File: config.mk
export PLATFORM = sky130hd
export DESIGN_NAME = regfile_wb_arbiter_flat
export DESIGN_NICKNAME = d
export VERILOG_FILES = /design/src/rtl/regfile_wb_arbiter_if.sv /design/src/rtl/regfile_wb_arbiter.sv /design/src/flat_wrapper.sv
export SDC_FILE = /design/constraint.sdc
export NUM_CORES = 2
export LEC_CHECK = 0
export ABC_CLOCK_PERIOD_IN_PS = 3700
export BUFFER_PORTS_ARGS = -buffer_cell sky130_fd_sc_hd__buf_4
export CAP_MARGIN = 20
export CORE_ASPECT_RATIO = 1.25
export CORE_MARGIN = 3
export CORE_UTILIZATION = 30
export DETAILED_ROUTE_END_ITERATION = 8
export PLACE_DENSITY = 0.53
export RECOVER_POWER = 25
export SYNTH_ARGS = -nofsm -noshare
export SYNTH_HDL_FRONTEND = slang
export SYNTH_SLANG_ARGS = --single-unit
File: constraint.sdc
create_clock -name clk -period 3.7 [get_ports clk]
set_clock_uncertainty 0.2 [all_clocks]
set_input_delay 0.37 -clock clk [delete_from_list [all_inputs] [get_ports clk]]
set_output_delay 0.37 -clock clk [all_outputs]
set_load 0.02 [all_outputs]
File: src/rtl/regfile_wb_arbiter_if.sv
// Write-back / operand-fetch bundle for the MIPS register file: two read ports,
// the primary pipeline write port and the valid/ready secondary write port.
interface regfile_wb_arbiter_if #(
    parameter int DATA_W = 32,
    parameter int ADDR_W = 5,
    parameter int DEPTH  = 2
);
    localparam int CNT_W = $clog2(DEPTH + 1);

    logic [ADDR_W-1:0] rs_addr;
    logic [ADDR_W-1:0] rt_addr;
    logic [DATA_W-1:0] rs_data;
    logic [DATA_W-1:0] rt_data;
    logic              rs_pending;
    logic              rt_pending;
    logic              wb_we;
    logic [ADDR_W-1:0] wb_addr;
    logic [DATA_W-1:0] wb_data;
    logic              aux_valid;
    logic [ADDR_W-1:0] aux_addr;
    logic [DATA_W-1:0] aux_data;
    logic              aux_ready;
    logic [CNT_W-1:0]  aux_count;

    modport master (
        output rs_addr, rt_addr, wb_we, wb_addr, wb_data, aux_valid, aux_addr, aux_data,
        input  rs_data, rt_data, rs_pending, rt_pending, aux_ready, aux_count
    );

    modport slave (
        input  rs_addr, rt_addr, wb_we, wb_addr, wb_data, aux_valid, aux_addr, aux_data,
        output rs_data, rt_data, rs_pending, rt_pending, aux_ready, aux_count
    );
endinterface

File: src/rtl/regfile_wb_arbiter.sv
// 32x32 MIPS register file whose write side merges the in-order write-back port
// with a FIFO of late secondary results that drain whenever the primary port is idle.
module regfile_wb_arbiter #(
    parameter int DATA_W = 32,
    parameter int ADDR_W = 5,
    parameter int DEPTH  = 2
) (
    input  logic                 clk,
    input  logic                 rst_n,
    regfile_wb_arbiter_if.slave  bus
);
    localparam int NREGS = 2 ** ADDR_W;
    localparam int CNT_W = $clog2(DEPTH + 1);
    localparam int PTR_W = (DEPTH > 1) ? $clog2(DEPTH) : 1;

    logic [DATA_W-1:0] r_regs      [NREGS];
    logic [ADDR_W-1:0] r_fifo_addr [DEPTH];
    logic [DATA_W-1:0] r_fifo_data [DEPTH];
    logic [PTR_W-1:0]  r_head;
    logic [PTR_W-1:0]  r_tail;
    logic [CNT_W-1:0]  r_count;
    logic              r_ready;

    logic              w_wb_hit;
    logic              w_push;
    logic              w_drain;
    logic [ADDR_W-1:0] w_head_addr;
    logic [DATA_W-1:0] w_head_data;
    logic [CNT_W-1:0]  w_count_nxt;
    logic [1:0][ADDR_W-1:0] w_rd_addr;
    logic [1:0][DATA_W-1:0] w_rd_data;
    logic [1:0]             w_rd_pend;

    function automatic logic [PTR_W-1:0] ptr_inc(input logic [PTR_W-1:0] p);
        return (p == PTR_W'(DEPTH - 1)) ? '0 : p + PTR_W'(1);
    endfunction

    // The secondary port may only use the array when the primary port is not writing.
    assign w_wb_hit    = bus.wb_we && (bus.wb_addr != '0);
    assign w_push      = bus.aux_valid && r_ready;
    assign w_drain     = (r_count != '0) && !w_wb_hit;
    assign w_head_addr = r_fifo_addr[r_head];
    assign w_head_data = r_fifo_data[r_head];

    // NOTE: every always_comb output gets a default first so no path leaves it unassigned (no latch).
    always_comb begin
        w_count_nxt = r_count;
        if (w_push && !w_drain) begin
            w_count_nxt = r_count + CNT_W'(1);
        end else if (!w_push && w_drain) begin
            w_count_nxt = r_count - CNT_W'(1);
        end
    end

    assign w_rd_addr[0] = bus.rs_addr;
    assign w_rd_addr[1] = bus.rt_addr;

    always_comb begin
        logic [PTR_W-1:0] idx;
        idx       = '0;
        w_rd_data = '0;
        w_rd_pend = '0;
        for (int p = 0; p < 2; p++) begin
            if (w_rd_addr[p] == '0) begin
                w_rd_data[p] = '0;
            end else if (w_wb_hit && (bus.wb_addr == w_rd_addr[p])) begin
                w_rd_data[p] = bus.wb_data;
            end else if (w_drain && (w_head_addr == w_rd_addr[p])) begin
                w_rd_data[p] = w_head_data;
            end else begin
                w_rd_data[p] = r_regs[w_rd_addr[p]];
            end
            // Walk the occupied slots from the head; a head leaving this cycle no longer blocks.
            idx = r_head;
            for (int k = 0; k < DEPTH; k++) begin
                if ((k < int'(r_count)) && !((k == 0) && w_drain) &&
                    (w_rd_addr[p] != '0) && (r_fifo_addr[idx] == w_rd_addr[p])) begin
                    w_rd_pend[p] = 1'b1;
                end
                idx = ptr_inc(idx);
            end
        end
    end

    assign bus.rs_data    = w_rd_data[0];
    assign bus.rt_data    = w_rd_data[1];
    assign bus.rs_pending = w_rd_pend[0];
    assign bus.rt_pending = w_rd_pend[1];
    assign bus.aux_ready  = r_ready;
    assign bus.aux_count  = r_count;

    // NOTE: state registers use non-blocking assignment so every flop samples pre-edge values.
    always_ff @(posedge clk) begin
        if (!rst_n) begin
            for (int i = 0; i < NREGS; i++) begin
                r_regs[i] <= '0;
            end
            r_head  <= '0;
            r_tail  <= '0;
            r_count <= '0;
            r_ready <= 1'b0;
        end else begin
            if (w_wb_hit) begin
                r_regs[bus.wb_addr] <= bus.wb_data;
            end else if (w_drain && (w_head_addr != '0)) begin
                r_regs[w_head_addr] <= w_head_data;
            end
            if (w_push) begin
                r_tail <= ptr_inc(r_tail);
            end
            if (w_drain) begin
                r_head <= ptr_inc(r_head);
            end
            r_count <= w_count_nxt;
            r_ready <= (w_count_nxt < CNT_W'(DEPTH));
        end
    end

    // NOTE: the architectural registers must read 0 after reset, so they are cleared; the FIFO
    // payload is not, because r_count alone decides which slots are meaningful.
    always_ff @(posedge clk) begin
        if (w_push) begin
            r_fifo_addr[r_tail] <= bus.aux_addr;
            r_fifo_data[r_tail] <= bus.aux_data;
        end
    end
endmodule
File: src/flat_wrapper.sv
// flat-port wrapper written by rule: the top's interface ports become plain ports
module regfile_wb_arbiter_flat 
#(
    parameter int DATA_W = 32,
    parameter int ADDR_W = 5,
    parameter int DEPTH  = 2
)
  (clk, rst_n, bus_rs_addr, bus_rt_addr, bus_wb_we, bus_wb_addr, bus_wb_data, bus_aux_valid, bus_aux_addr, bus_aux_data, bus_rs_data, bus_rt_data, bus_rs_pending, bus_rt_pending, bus_aux_ready, bus_aux_count);
  regfile_wb_arbiter_if #(.DATA_W(DATA_W), .ADDR_W(ADDR_W), .DEPTH(DEPTH)) bus_i ();
  input  logic clk;
  input  logic rst_n;
  input wire logic [$bits(bus_i.rs_addr)-1:0] bus_rs_addr;
  input wire logic [$bits(bus_i.rt_addr)-1:0] bus_rt_addr;
  input wire logic [$bits(bus_i.wb_we)-1:0] bus_wb_we;
  input wire logic [$bits(bus_i.wb_addr)-1:0] bus_wb_addr;
  input wire logic [$bits(bus_i.wb_data)-1:0] bus_wb_data;
  input wire logic [$bits(bus_i.aux_valid)-1:0] bus_aux_valid;
  input wire logic [$bits(bus_i.aux_addr)-1:0] bus_aux_addr;
  input wire logic [$bits(bus_i.aux_data)-1:0] bus_aux_data;
  output wire logic [$bits(bus_i.rs_data)-1:0] bus_rs_data;
  output wire logic [$bits(bus_i.rt_data)-1:0] bus_rt_data;
  output wire logic [$bits(bus_i.rs_pending)-1:0] bus_rs_pending;
  output wire logic [$bits(bus_i.rt_pending)-1:0] bus_rt_pending;
  output wire logic [$bits(bus_i.aux_ready)-1:0] bus_aux_ready;
  output wire logic [$bits(bus_i.aux_count)-1:0] bus_aux_count;
  assign bus_i.rs_addr = bus_rs_addr;
  assign bus_i.rt_addr = bus_rt_addr;
  assign bus_i.wb_we = bus_wb_we;
  assign bus_i.wb_addr = bus_wb_addr;
  assign bus_i.wb_data = bus_wb_data;
  assign bus_i.aux_valid = bus_aux_valid;
  assign bus_i.aux_addr = bus_aux_addr;
  assign bus_i.aux_data = bus_aux_data;
  assign bus_rs_data = bus_i.rs_data;
  assign bus_rt_data = bus_i.rt_data;
  assign bus_rs_pending = bus_i.rs_pending;
  assign bus_rt_pending = bus_i.rt_pending;
  assign bus_aux_ready = bus_i.aux_ready;
  assign bus_aux_count = bus_i.aux_count;
  regfile_wb_arbiter #(.DATA_W(DATA_W), .ADDR_W(ADDR_W), .DEPTH(DEPTH)) u_core (.clk(clk), .rst_n(rst_n), .bus(bus_i));
endmodule
==> out/metrics.cfg <==
[final_layout]
num-nets-final = 4493
drive_above_1_share_pct = 32.42
area_growth_pct = 22.72
final_core_util_pct = 37.13
fillers = 18100

[drt]
wl_um = 243000
ant_nets = 0
drcViolationCount = 0
drt_iter0_drc = 5489
vias_per_cell = 5.839
dr.pass1.iters = 6
vias = 41040
wl_per_cell_um = 34.58

[critical_path]
path_buf_inv = 5
r2r-end = u_core.r_regs[18][27]
endpoint_kind = output port
reg2reg_slack_ps = -60
slowest_delay_ps = 550
cp_slowest_cell = or4_4
critPathLaunchType = flop
crit_family = simple AND/OR/NAND/NOR gates
path_cells = inv_1 > ha_1 > nor2_1 > inv_2 > nor3_4 > buf_12 > buf_12 > or4_4 > a32o_2 > buf_6
worstRegToRegCells = 11
worstPathArrival_ps = 3240
setup.worst_path.class = reg -> out
worstPathMaxFanout = 7
required_ps = 3130
rr_startpoint = u_core.r_fifo_addr[1][4]
crit_path_frequent_cell = buf_12

[placement]
dp_hpwl_um = 156300
io_buffers = 156
place_congestion = 0.9409

[sta]
max_freq_ghz = 0.2628
slew_headroom_pct = -71.23
setup_viol = 80
rsz0062_at_grt = true
fin_crit_ps = 3805
hold_viol = 0
setup_slack_ps = -105.2
fin_crit_sh_pct = 102.8
tns_ps = -2491
slew_viol_final = 47
tightest_slew_ps = 2559

[clock_network]
tritoncts = done
cts_sinks = 1104
worstSkewPairLatency_ps = 770
cts-root-buf = clkbuf_16
cts_buffers = 114
clk_transition_reported_paths_ps = 60
htreeDepth = 3
cts_buffer_depth = 3

[power_and_ir_drop]
p_comb_share_pct = 15.6
peakVddDrop_uv = 399.6
p_clk_share_pct = 38.1
p_switching_mw = 8.341
seq_power_share_pct = 46.3
p_leak_nw = 24.58
totalPowerFinal_mw = 31.31
p_sw_share_pct = 26.64
p_int_mw = 22.97
power_density_nw_per_um2 = 446.5

[synth]
ys_top_cells_by_area = edfxtp_1 (58%), mux4_2 (19%), nor2_1 (7.2%), mux2i_1 (3.6%), buf_2 (1.7%)
ys.flop_type = edfxtp_1
ys_types = 70
seq_area_frac_synth_pct = 57.91
syn_avg_cell_area_sq_um = 14.14
synth_top_area_share_pct = 57.70
syn_area_sq_um = 57140
ys_seq_elements = 1104
synthCells = 4040
synth-edff-count = 1098
yosysWarnings = 0
synth_top_area_cell = edfxtp_1
async_reset_ff_share_pct = 0

[floorplan]
core_sq_um = 188900
dieHeight_um = 494.0
io_pins = 157
die_area_sq_um = 195800
start_util_pct = 30.26
die_w_um = 396.4
core.rowCount = 178

[run_status]
outcome = complete, but fails checks
failed_checks = max-capacitance violations, max-slew violations, negative setup slack

[global_route]
grt_pass1_vias = 41170
grt_max_degree = 67
overflow = 0
grt_pass1_wl_um = 331100
antenna_found_initial = 13
track_usage_pct = 24.31

[min_path]
hold_start = bus_wb_data[25]
hold_path.class = in -> reg
holdPathStages = 4
hold_end = u_core.r_regs[7][25]

[run]
maxCapViolCount = 2

cell usage in the layout, fill, tap and decap left out, types with 44 or more instances in the layout:
cell type	n
dlygate4sd3_1	65
mux4_2	488
buf_4	314
o22ai_1	107
edfxtp_1	1098
mux2i_1	200
nand2_2	44
buf_6	57
clkbuf_16	120
nand2_1	87
clkbuf_1	46
buf_12	117
nor2_1	1087
what timing repair did:
action,CTS,global route
hold endpoints to repair,851,0
setup endpoints to repair,64,65
hold buffers,65,0
pin swaps,20,38
gates cloned,2,1
setup buffers,26,10
resized for setup,161,75
cells in the mapped netlist (5+ instances only):
library cell	number
nor3_1	26
mux2_2	39
or3_1	9
a32o_1	22
a21oi_2	31
nor2_1	1090
o211ai_1	6
buf_4	21
o2bb2ai_1	5
nor4_1	7
buf_2	199
o221ai_1	52
mux4_2	488
o22ai_1	107
a21o_1	5
nand3b_1	5
a32oi_1	7
nor2b_1	10
xor2_1	7
o21ai_0	36
or4_1	5
dfxtp_1	6
a21oi_1	16
a211o_1	6
edfxtp_1	1098
buf_1	22
xnor2_1	25
a211oi_1	25
clkbuf_1	167
nand2_1	137
inv_1	9
mux2i_1	203
nand2b_1	15
a22oi_1	15
a31oi_1	6
o21ai_1	15
o21bai_1	6
nand3_1	29
per-layer routing:
metal	track usage (%)	up-vias	part of all wire (%)
li1	-	16270	-
met1	29.83	21410	36
met2	39.23	2687	47
met3	5.516	665	10
met4	14.25	4	6.6
met5	0.6360	-	0.0082
how the worst max path moves through the flow:
stage / from / endpoint / slack [ps] / cells after the start
finish: u_core.bus.aux_count[1] / bus_rs_data[18] / -110 / 10
global route: u_core.r_fifo_addr[0][4] / bus_rs_data[13] / -150 / 9
CTS: flop / bus_rs_data[18] / -120 / 9
detailed placement: bus_rs_addr[1] / bus_rs_data[21] / 80 / 9
global placement: bus_rs_addr[4] / bus_rs_data[10] / 70 / 10
floorplan: rst_n / u_core.r_regs[17][0] / 160 / 6
cell families after synthesis:
family | count (synthesis) | synth area share [%]
other | 1 | 0.006563
multiplexers | 733 | 23.63
AO/OA/AOI/OAI | 385 | 4.979
flip-flops | 1104 | 57.91
adder cells (fa/ha/maj) | 4 | 0.08759
XOR/XNOR | 32 | 0.4905
AND/OR/NAND/NOR | 1357 | 9.483
buffers and inverters | 424 | 3.411
worst reg2reg max path, stage by stage (launching register included):
cell and delay, ps:
edfxtp_1 450, clkbuf_4 180, mux2_4 160, buf_4 130
clkbuf_1 460, nand2_1 90, or4_1 520, nor2_1 130
clkbuf_1 310, o21ai_4 160, nand2_2 120, clkbuf_4 440
power by group through the flow:
| stage | registers [mW] | logic [mW] | clock network, mW |
|---|---|---|---|
| finish | 14.5 | 4.88 | 11.9 |
| global route | 14.5 | 5.05 | 12.5 |
| CTS | 14.5 | 4.84 | 12.0 |
| detailed placement | 14.8 | 4.55 | 0 |
| global placement | 14.7 | 4.54 | 0 |
| floorplan | 14.7 | 2.49 | 0 |
area by class of cell:
type / count / area (sq um) / share of cell area [%]
diodes: 7 / 17.52 / 0.02498
clock buffers: 147 / 3123 / 4.454
clock inverters: 69 / 655.6 / 0.9350
inverters: 11 / 41.29 / 0.05888
multi-input cells: 2543 / 23460 / 33.45
flip-flops and latches: 1104 / 33100 / 47.20
well taps: 2520 / 3153 / 4.496
repair buffers: 627 / 6578 / 9.380
state kept, by name, summed over array words and instances, names as in the netlist, named ones only:
register / count
u_core.r_regs: 1024
u_core.r_fifo_data: 64
u_core.r_fifo_addr: 10
u_core.bus.aux_count: 2
u_core.bus.aux_ready: 1
u_core.r_head: 1
u_core.r_tail: 1
per-stage QoR:
step	instance area, sq um	setup slack [ps]	std cells	hold slack, ps
finish	70120	-105.2	7028	42.16
global placement	64500	72.79	6707	356.7
global route	70110	-151.1	7022	57.94
CTS	70110	-122.9	7016	1.044
detailed placement	64500	80.95	6707	359.4
floorplan	57280	161.2	4071	268.9
Power figures use the tool's default switching activity.
